==> src/rtl/striping_pkg.sv <==
// rtl/striping_pkg.sv - shared definitions for the striping transmitter and its receiver
// Purpose: state encodings, lane slot constants and the default lane width shared by
//          the transmit striper and the un-striping receiver.
// Ports:   none (package).
package striping_pkg;

  // Default lane/data width; the un-striping receiver uses the same value.
  localparam int WIDTH = 32;

  typedef enum logic {
    ST_IDLE   = 1'b0,
    ST_ACTIVE = 1'b1
  } state_t;

  // Slot pointer values: which lane the next write targets.
  localparam logic LANE0 = 1'b0;
  localparam logic LANE1 = 1'b1;

endpackage

==> src/rtl/striping.sv <==
// rtl/striping.sv - two-lane transmit word striper (clk_2f stream to two clk_f lanes)
// Purpose: distributes a single word stream alternately onto lane_0 / lane_1. The slot
//          pointer keeps toggling through short gaps so each lane stays phase-locked to
//          clk_f; after IDLE_GAP idle cycles the block returns to IDLE at a pair boundary
//          and the next word realigns onto lane_0.
// Ports:
//   clk_2f   in   1      clock, 2x lane rate
//   reset    in   1      asynchronous active-high reset
//   data_in  in   WIDTH  input word
//   valid_in in   1      data_in valid this cycle
//   lane_0   out  WIDTH  even-slot word (registered)
//   lane_1   out  WIDTH  odd-slot word (registered)
//   valid_0  out  1      lane_0 holds a valid word
//   valid_1  out  1      lane_1 holds a valid word
module striping
  import striping_pkg::*;
#(
  parameter int WIDTH    = striping_pkg::WIDTH,
  parameter int IDLE_GAP = 4
) (
  input  logic             clk_2f,
  input  logic             reset,
  input  logic [WIDTH-1:0] data_in,
  input  logic             valid_in,
  output logic [WIDTH-1:0] lane_0,
  output logic [WIDTH-1:0] lane_1,
  output logic             valid_0,
  output logic             valid_1
);

  localparam int GW = $clog2(IDLE_GAP + 1);
  localparam logic [GW-1:0] GAP_MAX  = GW'(IDLE_GAP);
  localparam logic [GW-1:0] GAP_EXIT = GW'(IDLE_GAP - 1);

  state_t           state, state_nx;
  logic             sel, sel_nx;
  logic [GW-1:0]    gap_cnt, gap_nx, gap_inc;
  logic [WIDTH-1:0] lane_0_nx, lane_1_nx;
  logic             valid_0_nx, valid_1_nx;

  // Saturating idle counter; never wraps back to 0 on a long gap.
  assign gap_inc = (gap_cnt == GAP_MAX) ? gap_cnt : gap_cnt + 1'b1;

  always_ff @(posedge clk_2f or posedge reset) begin
    if (reset) begin
      state   <= ST_IDLE;
      sel     <= LANE0;
      gap_cnt <= '0;
      lane_0  <= '0;
      lane_1  <= '0;
      valid_0 <= 1'b0;
      valid_1 <= 1'b0;
    end else begin
      state   <= state_nx;
      sel     <= sel_nx;
      gap_cnt <= gap_nx;
      lane_0  <= lane_0_nx;
      lane_1  <= lane_1_nx;
      valid_0 <= valid_0_nx;
      valid_1 <= valid_1_nx;
    end
  end

  always_comb begin
    state_nx   = state;
    sel_nx     = sel;
    gap_nx     = gap_cnt;
    lane_0_nx  = lane_0;
    lane_1_nx  = lane_1;
    valid_0_nx = valid_0;
    valid_1_nx = valid_1;

    case (state)
      ST_IDLE: begin
        sel_nx     = LANE0;
        valid_0_nx = 1'b0;
        valid_1_nx = 1'b0;
        if (valid_in) begin
          lane_0_nx  = data_in;
          valid_0_nx = 1'b1;
          sel_nx     = LANE1;
          gap_nx     = '0;
          state_nx   = ST_ACTIVE;
        end
      end

      ST_ACTIVE: begin
        // Pointer advances every cycle, valid or not, to hold the clk_f lane phase.
        sel_nx = ~sel;
        if (valid_in) begin
          gap_nx = '0;
          if (sel == LANE0) begin
            lane_0_nx  = data_in;
            valid_0_nx = 1'b1;
          end else begin
            lane_1_nx  = data_in;
            valid_1_nx = 1'b1;
          end
        end else begin
          gap_nx = gap_inc;
          if (sel == LANE0) valid_0_nx = 1'b0;
          else              valid_1_nx = 1'b0;
          // Leave only at a pair boundary so the receiver never sees a split pair.
          if (sel == LANE0 && gap_cnt >= GAP_EXIT) begin
            state_nx = ST_IDLE;
            sel_nx   = LANE0;
          end
        end
      end

      default: begin
        state_nx = ST_IDLE;
        sel_nx   = LANE0;
      end
    endcase
  end

endmodule

==> config.mk <==
export PLATFORM = sky130hd
export DESIGN_NAME = striping
export DESIGN_NICKNAME = d
export VERILOG_FILES = /design/src/rtl/striping_pkg.sv /design/src/rtl/striping.sv
export SDC_FILE = /design/constraint.sdc
export NUM_CORES = 1
export LEC_CHECK = 0
export CORE_AREA = 2 2 87 89
export DETAILED_ROUTE_END_ITERATION = 8
export DIE_AREA = 0 0 89 91
export MAX_ROUTING_LAYER = met4
export PLACE_DENSITY = 0.74
export SLEW_MARGIN = 0
export SYNTH_ARGS = -nofsm -noshare
export SYNTH_HDL_FRONTEND = slang
export SYNTH_SLANG_ARGS = --single-unit
==> constraint.sdc <==
create_clock -name clk_2f -period 6.5 [get_ports clk_2f]
set_input_delay 1.95 -clock clk_2f [delete_from_list [all_inputs] [get_ports clk_2f]]
set_output_delay 1.95 -clock clk_2f [all_outputs]
set_load 0.01 [all_outputs]
=== After elaboration in Yosys (flattened, before gate mapping) ===
Index checks and enable logic that the tools add are counted.

* Register bits after elaboration: 71
* Bits of input ports: 35
* Logic and storage cells: 44
* Output and inout port bits: 66

* Add/sub/neg operators: 1
* Reduce and logical (&&, ||, !) cells: 4
* $lt $le $gt $ge: 1
* Mux-type cells: 23
* Bitwise logic cells: 2
* Equality and inequality tests: 6

{| class="wikitable"
|+ Operators by type and width
! cell !! count
|-
| 32-bit two-way mux || 3
|-
| 32-bit case mux with 2 select lines || 1
|-
| 1-bit two-way mux || 11
|-
| 3-bit two-way mux || 3
|-
| 1-bit case mux with 2 select lines || 4
|-
| 2-bit inequality test (second input constant) || 3
|-
| 3-bit case mux with 2 select lines || 1
|-
| 3-bit AND reduction || 2
|-
| 3-bit by 1-bit adder with 3-bit output (second input constant) || 1
|-
| 3-bit == test (second input constant) || 1
|-
| 3-bit by 2-bit greater-or-equal comparator with 1-bit output (second input constant) || 1
|-
| 3-bit inequality test (second input constant) || 1
|-
| 2-bit by 1-bit inequality test with 1-bit output (second input constant) || 1
|-
| 1-bit NOT || 2
|-
| 2-bit AND reduction || 1
|-
| 1-bit logical AND || 1
|}

=== Logic depth before layout (Yosys ltp) ===
Gate-level depths: netlist (run 1).

* Word-level depth: 5
* Gate-level depth with buffers: 5

=== Worst setup path after synthesis (run 1) ===
OpenSTA, ideal clock, no wires.

* Path type: input port to flip-flop
* Start: in valid_in
* End: reg lane_0[10]
* Buffers on the path: 2
* Library setup time: 125 ps
* Stages on the path: 4
* Data arrival time: 2801 ps
* Slack: 3574 ps
* Cell sequence: buf_6 > a21boi_4 > buf_6 > mux2_2

* Cells in the longest elaborated chain, start to end: 2

{| class="wikitable"
|+ RTL lines
! item !! line !! RTL
|-
| start, declared || striping.sv:24 || <nowiki>input logic valid_in,</nowiki>
|-
| 2-bit inequality test (no line) || - ||
|-
| 3-bit AND reduction (no line) (*) || - ||
|-
| end signal, assigned || striping.sv:57 || <nowiki>lane_0 <= lane_0_nx;</nowiki>
|-
| end, declared || striping.sv:25 || <nowiki>output logic [WIDTH-1:0] lane_0,</nowiki>
|}

Mark *: on every way between the ends. The rest lies on a longest branch, timed or not.
A chain may end at the register's enable or synchronous reset.

=== Final worst setup path (run 1) ===
* Start: in valid_in
* End: reg lane_0[3]

The elaborated chain is that of the path after synthesis.

==> flow_metrics.py, run 1 <==
metrics = {
    "clocking": {
        "hold_buffers": 0,
        "clockRootBuffer": "clkbuf_8",
        "clock_path_buffers": 2,
        "postCtsResizedCells": 0,
        "post_cts.repair.setup_buffers": 0,
        "path_clk_slew_ns": 0.06,
        "cts_max_level": 3,
        "cts-buffers-inserted": 9,
        "cts.sinks": 71,
        "clk_latency_ns": 0.34,
        "tritoncts": "yes",
    },
    "critical_path": {
        "critPathKind": "primary input to register",
        "slowest_stage": "a21boi_4",
        "reg2reg_to": "lane_0[3]$_DFFE_PP0P_",
        "path_buf_inv": 1,
        "worst_setup_path_end_kind": "register",
        "cp_top_family": "compound AO/OA/AOI/OAI gates",
        "reg2reg_depth": 2,
        "cp.required_ns": 6.71,
        "path_cells": "clkdlybuf4s50_1 -> a21boi_4 -> mux2_2",
        "r2r_slack_ns": 4.50,
        "path_max_fanout": 33,
        "start_kind": "primary input",
        "worstReg2RegStart": "state$_DFF_PP0_",
        "crit_arrival_ns": 3.99,
        "max_stage_delay_ns": 0.95,
    },
    "layout": {
        "layout_commonest_cell": "clkdlybuf4s50_1",
        "final_cells": 378,
        "antennaDiodeCount": 0,
        "synthToLayoutAreaGrowth_pct": 44.63,
        "layout-drive-gt1-share": 0.2401,
        "fin_nets": 313,
        "final_cell_mix": "clkdlybuf4s50_1, dfrtp_1, mux2_2",
    },
    "placed_design": {
        "place_congestion": 0.7801,
        "detailed_place_hpwl_mm": 3.663,
        "dp_slack_ns": 2.362,
        "dpl.cell_count": 363,
        "portBuffers": 100,
    },
    "timing": {
        "max_freq_ghz": 0.2645,
        "skew_ns": 0.007466,
        "setup-tns-final_ns": 0,
        "rsz0062_at_grt": "no",
        "slew_violations": 0,
        "setup_slack_ns": 2.719,
        "setup_violations": 0,
        "holdWs_ns": 0.4915,
        "max_slew_margin": 0.2432,
        "period_needed_ns": 3.781,
        "tightest_slew_ns": 1.132,
        "fin_crit_sh": 0.5818,
        "final_hold_viol_count": 0,
    },
    "logic_synthesis": {
        "synth_cells": 172,
        "synth.cell_area_um2": 2770,
        "ys_warn_count": 0,
        "seq_area_frac_synth": 0.6414,
        "synth-edff-count": 0,
        "synth_cell_types": 21,
        "syn_area_per_cell_um2": 16.11,
        "synth_fp_nets": 210,
        "async_reset_ff_frac": 1.000,
        "synth_ff_type": "dfrtp_1",
        "synth_seq_cells": 71,
    },
    "drt": {
        "drt_iter0_drc": 41,
        "ant_nets": 0,
        "drt_first_pass_iters": 4,
        "wire_per_inst_um": 14.39,
        "totalWireLength_mm": 5.441,
        "vias_per_cell": 4.608,
        "drc": 0,
        "vias": 1742,
    },
    "floorplan": {
        "die_h_um": 91,
        "start_util": 0.3881,
        "row_count": 31,
        "die_x_um": 89,
        "dieArea_um2": 8099,
        "core_area_um2": 7137,
        "pin_count": 101,
    },
    "global_routing": {
        "grt_overflow": 0,
        "antenna_found_initial": 0,
        "track_usage": 0.1404,
        "grt_max_degree": 72,
        "grt_pass1_vias": 1714,
        "grt_pass1_wl_mm": 8.445,
    },
    "pwr": {
        "max-vdd-ir-drop_mv": 0.2390,
        "total_power_mw": 2.055,
        "p_leak_nw": 1.678,
        "p_per_area_nw_per_um2": 513.0,
    },
    "hold_path": {
        "holdPathEnd": "lane_1[20]$_DFFE_PP0P_",
        "min_from": "lane_1[20]$_DFFE_PP0P_",
        "hold_class": "register to register",
        "hold_path_depth": 1,
    },
    "run": {
        "cap_violations": 0,
    },
    "status": {
        "status": "completed",
    },
}
## per-layer routing
metal | wire, µm | global-route usage | vias to the layer above
li1 | - | - | 804
met4 | 108 | 0.06716 | 0
met5 | 0 | - | -
met1 | 2392 | 0.1763 | 858
met2 | 2506 | 0.2065 | 69
met3 | 433 | 0.04273 | 11
## synth_stat cells, types with 2 or more instances
cell type,number,area [µm²]
a21oi_1,3,15.01
buf_2,3,15.01
buf_4,2,15.01
buf_6,4,45.04
dfrtp_1,71,1777
ha_1,3,37.54
inv_1,5,18.77
mux2_1,15,168.9
mux2_2,49,551.8
mux2i_1,2,20.02
nand2_1,2,7.510
nor2_1,4,15.01
## kinds of logic (layout without fill, tap and decap cells)
logic type / after synthesis / in the layout / synth area share
flops: 71 / 71 / 0.6414
mux: 66 / 66 / 0.2674
buf+inv: 14 / 121 / 0.03387
simple gates: 9 / 9 / 0.01852
compound gates: 8 / 8 / 0.02213
fa+ha+maj: 3 / 3 / 0.01355
xor+xnor: 1 / 1 / 0.003162
## registers in the layout, indices dropped and copies added, names as in the netlist
signal and count:
gap_cnt 3, valid_0 1, lane_1 32, valid_1 1, sel 1, lane_0 32, state 1
## where the power goes
part           switching [mW]  internal (mW)
Sequential              0.130          0.667
Combinational           0.340          0.590
Clock                   0.153          0.174
## worst max-delay path by stage
| stage | start | end | slack [ns] | cells past startpoint |
|---|---|---|---|---|
| 2_1_floorplan | reset | gap_cnt[0]$_DFFE_PP0P_ | 2.75 | 1 |
| 3_3_place_gp | valid_in | lane_0[14]$_DFFE_PP0P_ | 2.40 | 3 |
| 3_5_place_dp | valid_in | lane_0[3]$_DFFE_PP0P_ | 2.36 | 3 |
| 4_1_cts | valid_in | lane_0[3]$_DFFE_PP0P_ | 2.69 | 3 |
| 5_1_grt | valid_in | lane_0[3]$_DFFE_PP0P_ | 2.58 | 3 |
| 6_report | valid_in | lane_0[3]$_DFFE_PP0P_ | 2.72 | 3 |
## metrics by stage
| step | area [µm²] | util |
|---|---|---|
| after detailed placement | 3827 | 0.5363 |
| after global placement | 3827 | 0.5363 |
| final | 4006 | 0.5614 |
| after CTS | 4006 | 0.5614 |
| after global routing | 4006 | 0.5614 |
| after floorplan | 2770 | - |
## final cells by class
class | instances | area (µm²)
Clock buffer | 11 | 131.4
Multi-Input combinational cell | 87 | 899.6
Sequential cell | 71 | 1777
Inverter | 5 | 18.77
Clock inverter | 4 | 47.55
Tap cell | 99 | 123.9
Fill cell | 600 | 3131
Timing Repair Buffer | 101 | 1008
## worst reg2reg max path, stage by stage, from the launching register on
cell      delay, ns
dfrtp_1        0.52
a21boi_4       0.92
mux2_2         0.44
Power figures use the tool's default switching activity.
==> inputs of run 2 (changes only) <==
Clock period 6.5 ns to 3.8 ns, I/O delays scaled along.
==> flow_metrics.py, run 2 (synthesized netlist as in run 1, its figures left out) <==
metrics = {
    "timing": {
        "fin_crit_sh": 0.6788,
        "final_hold_viol_count": 0,
        "rsz0062_at_grt": "no",
        "slew_violations": 0,
        "setup_violations": 0,
        "tightest_slew_ns": 0.5094,
        "skew_ns": 0.005375,
        "period_needed_ns": 2.579,
        "max_freq_ghz": 0.3877,
        "setup-tns-final_ns": 0,
        "max_slew_margin": 0.6604,
    },
    "placed_design": {
        "dpl.cell_count": 365,
        "portBuffers": 100,
        "place_congestion": 0.7269,
        "detailed_place_hpwl_mm": 3.943,
    },
    "drt": {
        "vias": 1769,
        "ant_nets": 0,
        "drc": 0,
        "totalWireLength_mm": 5.548,
        "drt_first_pass_iters": 3,
        "drt_iter0_drc": 22,
        "vias_per_cell": 4.643,
        "wire_per_inst_um": 14.56,
    },
    "floorplan": {
        "core_area_um2": 7137,
        "die_x_um": 89,
        "row_count": 31,
        "start_util": 0.3881,
        "die_h_um": 91,
        "dieArea_um2": 8099,
        "pin_count": 101,
    },
    "clocking": {
        "post_cts.repair.setup_buffers": 0,
        "cts.sinks": 71,
        "clk_latency_ns": 0.33,
        "cts-buffers-inserted": 9,
        "tritoncts": "yes",
        "clockRootBuffer": "clkbuf_8",
        "clock_path_buffers": 2,
        "hold_buffers": 0,
        "path_clk_slew_ns": 0.07,
        "cts_max_level": 3,
        "postCtsResizedCells": 0,
    },
    "status": {
        "status": "completed",
    },
    "layout": {
        "layout_commonest_cell": "clkdlybuf4s50_1",
        "antennaDiodeCount": 0,
        "synthToLayoutAreaGrowth_pct": 47.52,
        "final_cell_mix": "clkdlybuf4s50_1, dfrtp_1, mux2_2",
        "layout-drive-gt1-share": 0.2553,
        "top_regs": "lane_0 (32), lane_1 (32), gap_cnt (3)",
        "final_cells": 381,
        "fin_nets": 315,
    },
    "critical_path": {
        "worst_setup_path_end_kind": "register",
        "path_max_fanout": 27,
        "cp.required_ns": 4.03,
        "crit_arrival_ns": 2.80,
        "critPathKind": "primary input to register",
        "start_kind": "primary input",
    },
    "global_routing": {
        "grt_max_degree": 35,
        "antenna_found_initial": 0,
        "grt_overflow": 0,
        "grt_pass1_vias": 1836,
        "grt_pass1_wl_mm": 8.921,
        "track_usage": 0.1497,
    },
    "pwr": {
        "p_per_area_nw_per_um2": 893.1,
        "max-vdd-ir-drop_mv": 0.4047,
        "p_leak_nw": 1.714,
    },
    "hold_path": {
        "hold_class": "register to register",
    },
    "run": {
        "cap_violations": 0,
    },
}
-- run 2: cell count changes in the layout (fill, tap and decap cells not counted), sizes merged --
cell      previous run  this run
buf                  1         3
bufinv               1         2
clkinv               2         1
clkinvlp             1         2
-- run 2: path summary, 6_finish.rpt --
path                       slack (ns)                     end                   start  cells past startpoint
min                              0.49  lane_0[27]$_DFFE_PP0P_  lane_0[27]$_DFFE_PP0P_                      1
min reg2reg                      0.49  lane_0[27]$_DFFE_PP0P_  lane_0[27]$_DFFE_PP0P_                      1
max in group asynchronous        2.16  lane_1[28]$_DFFE_PP0P_                   reset                      3
min in group asynchronous        1.00  lane_1[26]$_DFFE_PP0P_                   reset                      2
max                              1.22  lane_0[11]$_DFFE_PP0P_                valid_in                      4
max reg2reg                      2.12  lane_1[27]$_DFFE_PP0P_         state$_DFF_PP0_                      2
-- run 2: power breakdown --
part	switching, mW	internal (mW)	total, mW	leakage [nW]
combinational	0.584	1.02	1.61	0.767
sequential	0.227	1.14	1.37	0.835
clock	0.271	0.404	0.675	0.112
-- run 2: metal layers --
| layer | share of wire | global-route usage | up-vias |
|---|---|---|---|
| met1 | 0.43 | 0.1835 | 887 |
| li1 | - | - | 809 |
| met4 | 0.018 | 0.06343 | 0 |
| met5 | 0 | - | - |
| met3 | 0.062 | 0.04909 | 8 |
| met2 | 0.49 | 0.2264 | 65 |
-- run 2: critical path, cell delays in order --
cell             delay (ns)
clkdlybuf4s50_1        0.67
a21boi_4               0.39
buf_12                 0.24
mux2_2                 0.35
-- run 2: area by class of cell --
type | count | area [µm²]
clock buffer | 11 | 151.4
timing repair buffer | 103 | 1036
tap | 99 | 123.9
multi-input combinational | 87 | 899.6
fill | 608 | 3050
inverter | 5 | 18.77
sequential | 71 | 1777
clock inverter | 5 | 80.08
-- run 2: metrics by stage --
stage / util / hold slack (ns) / setup slack [ns] / cell area [µm²] / total power [mW]
final: 0.5726 / 0.4876 / 1.221 / 4086 / 3.650
after global routing: 0.5726 / 0.5065 / 1.161 / 4086 / 3.870
after CTS: 0.5726 / 0.4943 / 1.235 / 4086 / 3.710
after detailed placement: 0.5401 / 0.4770 / 0.8553 / 3855 / 3.016
after global placement: 0.5401 / 0.4732 / 0.8893 / 3855 / 2.970
after floorplan: - / 0.5288 / 0.8634 / 2770 / 2.135
==> inputs of run 3 (changes only) <==
Clock period 3.8 ns to 2.5 ns, I/O delays scaled along.
==> flow_metrics.py, run 3 (synthesized netlist as in run 1, its figures left out) <==
metrics = {
    "global_routing": {
        "grt_max_degree": 39,
        "antenna_found_initial": 0,
        "grt_pass1_wl_mm": 8.976,
        "grt_pass1_vias": 1856,
        "track_usage": 0.1483,
        "grt_overflow": 0,
    },
    "pwr": {
        "max-vdd-ir-drop_mv": 0.6365,
        "p_leak_nw": 1.725,
        "p_per_area_nw_per_um2": 1344,
    },
    "floorplan": {
        "start_util": 0.3881,
        "pin_count": 101,
        "die_h_um": 91,
        "dieArea_um2": 8099,
        "core_area_um2": 7137,
        "die_x_um": 89,
        "row_count": 31,
    },
    "placed_design": {
        "placed_area_um2": 3901,
        "portBuffers": 100,
        "detailed_place_hpwl_mm": 3.932,
        "place_congestion": 0.7020,
        "dpl.cell_count": 369,
    },
    "critical_path": {
        "path_max_fanout": 2,
        "worst_setup_path_end_kind": "output port",
        "max_stage_delay_ns": 0.55,
        "start_kind": "register",
        "crit_arrival_ns": 1.25,
        "cp.required_ns": 1.75,
        "slowest_stage": "clkdlybuf4s50_1",
        "path_buf_inv": 1,
        "critPathKind": "register to output port",
        "cp_top_family": "buffers and inverters",
        "path_cells": "clkdlybuf4s50_1",
    },
    "hold_path": {
        "hold_class": "register to register",
    },
    "layout": {
        "final_cell_mix": "clkdlybuf4s50_1, dfrtp_1, mux2_2",
        "fin_nets": 319,
        "antennaDiodeCount": 0,
        "top_regs": "lane_0 (32), lane_1 (32), gap_cnt (3)",
        "nFillCells": 624,
        "layout_commonest_cell": "clkdlybuf4s50_1",
        "synthToLayoutAreaGrowth_pct": 48.24,
        "multi_input_comb_area_um2": 899.6,
        "final_cells": 385,
        "final_core_util": 0.5754,
        "layout-drive-gt1-share": 0.2552,
        "regArea_um2": 1777,
        "final_cell_area_um2": 4106,
    },
    "clocking": {
        "clock_path_buffers": 2,
        "cts-buffers-inserted": 9,
        "clk_latency_ns": 0.33,
        "tritoncts": "yes",
        "clockRootBuffer": "clkbuf_8",
        "cts_max_level": 3,
        "path_clk_slew_ns": 0.07,
        "cts.sinks": 71,
        "postCtsResizedCells": 0,
        "post_cts.repair.setup_buffers": 0,
        "hold_buffers": 0,
    },
    "timing": {
        "skew_ns": 0.007046,
        "final_hold_viol_count": 0,
        "period_needed_ns": 1.998,
        "max_freq_ghz": 0.5006,
        "setup-tns-final_ns": 0,
        "setup_violations": 0,
        "max_slew_margin": 0.6846,
        "slew_violations": 0,
        "fin_crit_sh": 0.7991,
        "rsz0062_at_grt": "no",
        "tightest_slew_ns": 0.4731,
    },
    "drt": {
        "drt_first_pass_iters": 3,
        "drt_iter0_drc": 27,
        "totalWireLength_mm": 5.549,
        "vias_per_cell": 4.569,
        "vias": 1759,
        "ant_nets": 0,
        "drc": 0,
        "wire_per_inst_um": 14.41,
    },
    "run": {
        "cap_violations": 0,
    },
    "status": {
        "status": "completed",
    },
}
run 3: layout make-up:
type                       instances  area share
clock buffer                      12     0.03291
clock inverter                     4     0.01706
inverter                           5    0.005484
multi-input combinational         87      0.2191
sequential                        71      0.4327
tap                               99     0.03016
timing repair buffer             107      0.2626
run 3: path summary, 6_finish.rpt:
check,startpoint,end,slack [ns],cells past startpoint
max in group asynchronous,reset,lane_1[28]$_DFFE_PP0P_,1.27,3
worst max register to register,state$_DFF_PP0_,lane_1[25]$_DFFE_PP0P_,1.03,3
worst min-delay path,lane_1[24]$_DFFE_PP0P_,lane_1[24]$_DFFE_PP0P_,0.49,1
min in group asynchronous,reset,lane_0[5]$_DFFE_PP0P_,0.88,3
worst min register to register,lane_1[24]$_DFFE_PP0P_,lane_1[24]$_DFFE_PP0P_,0.49,1
worst max-delay path,lane_0[22]$_DFFE_PP0P_,lane_0[22],0.50,1
run 3: metal layers:
metal	vias to the layer above	share of wire	GRT usage
met5	-	0	-
met1	875	0.45	0.1918
met2	61	0.47	0.2177
li1	815	-	-
met4	0	0.013	0.05597
met3	8	0.070	0.04818
run 3: power breakdown:
group / switching (mW) / internal, mW
logic: 0.883 / 1.59
clock network: 0.405 / 0.560
registers: 0.346 / 1.74
total: 1.63 / 3.89
run 3: through the flow:
step	power, mW	hold WS (ns)	setup slack [ns]
floorplan	3.245	0.5288	0.7738
global placement	4.555	0.4752	0.2924
detailed placement	4.615	0.4807	0.2514
CTS	5.600	0.4973	0.4744
global route	5.870	0.5072	0.4355
finish	5.520	0.4911	0.5023
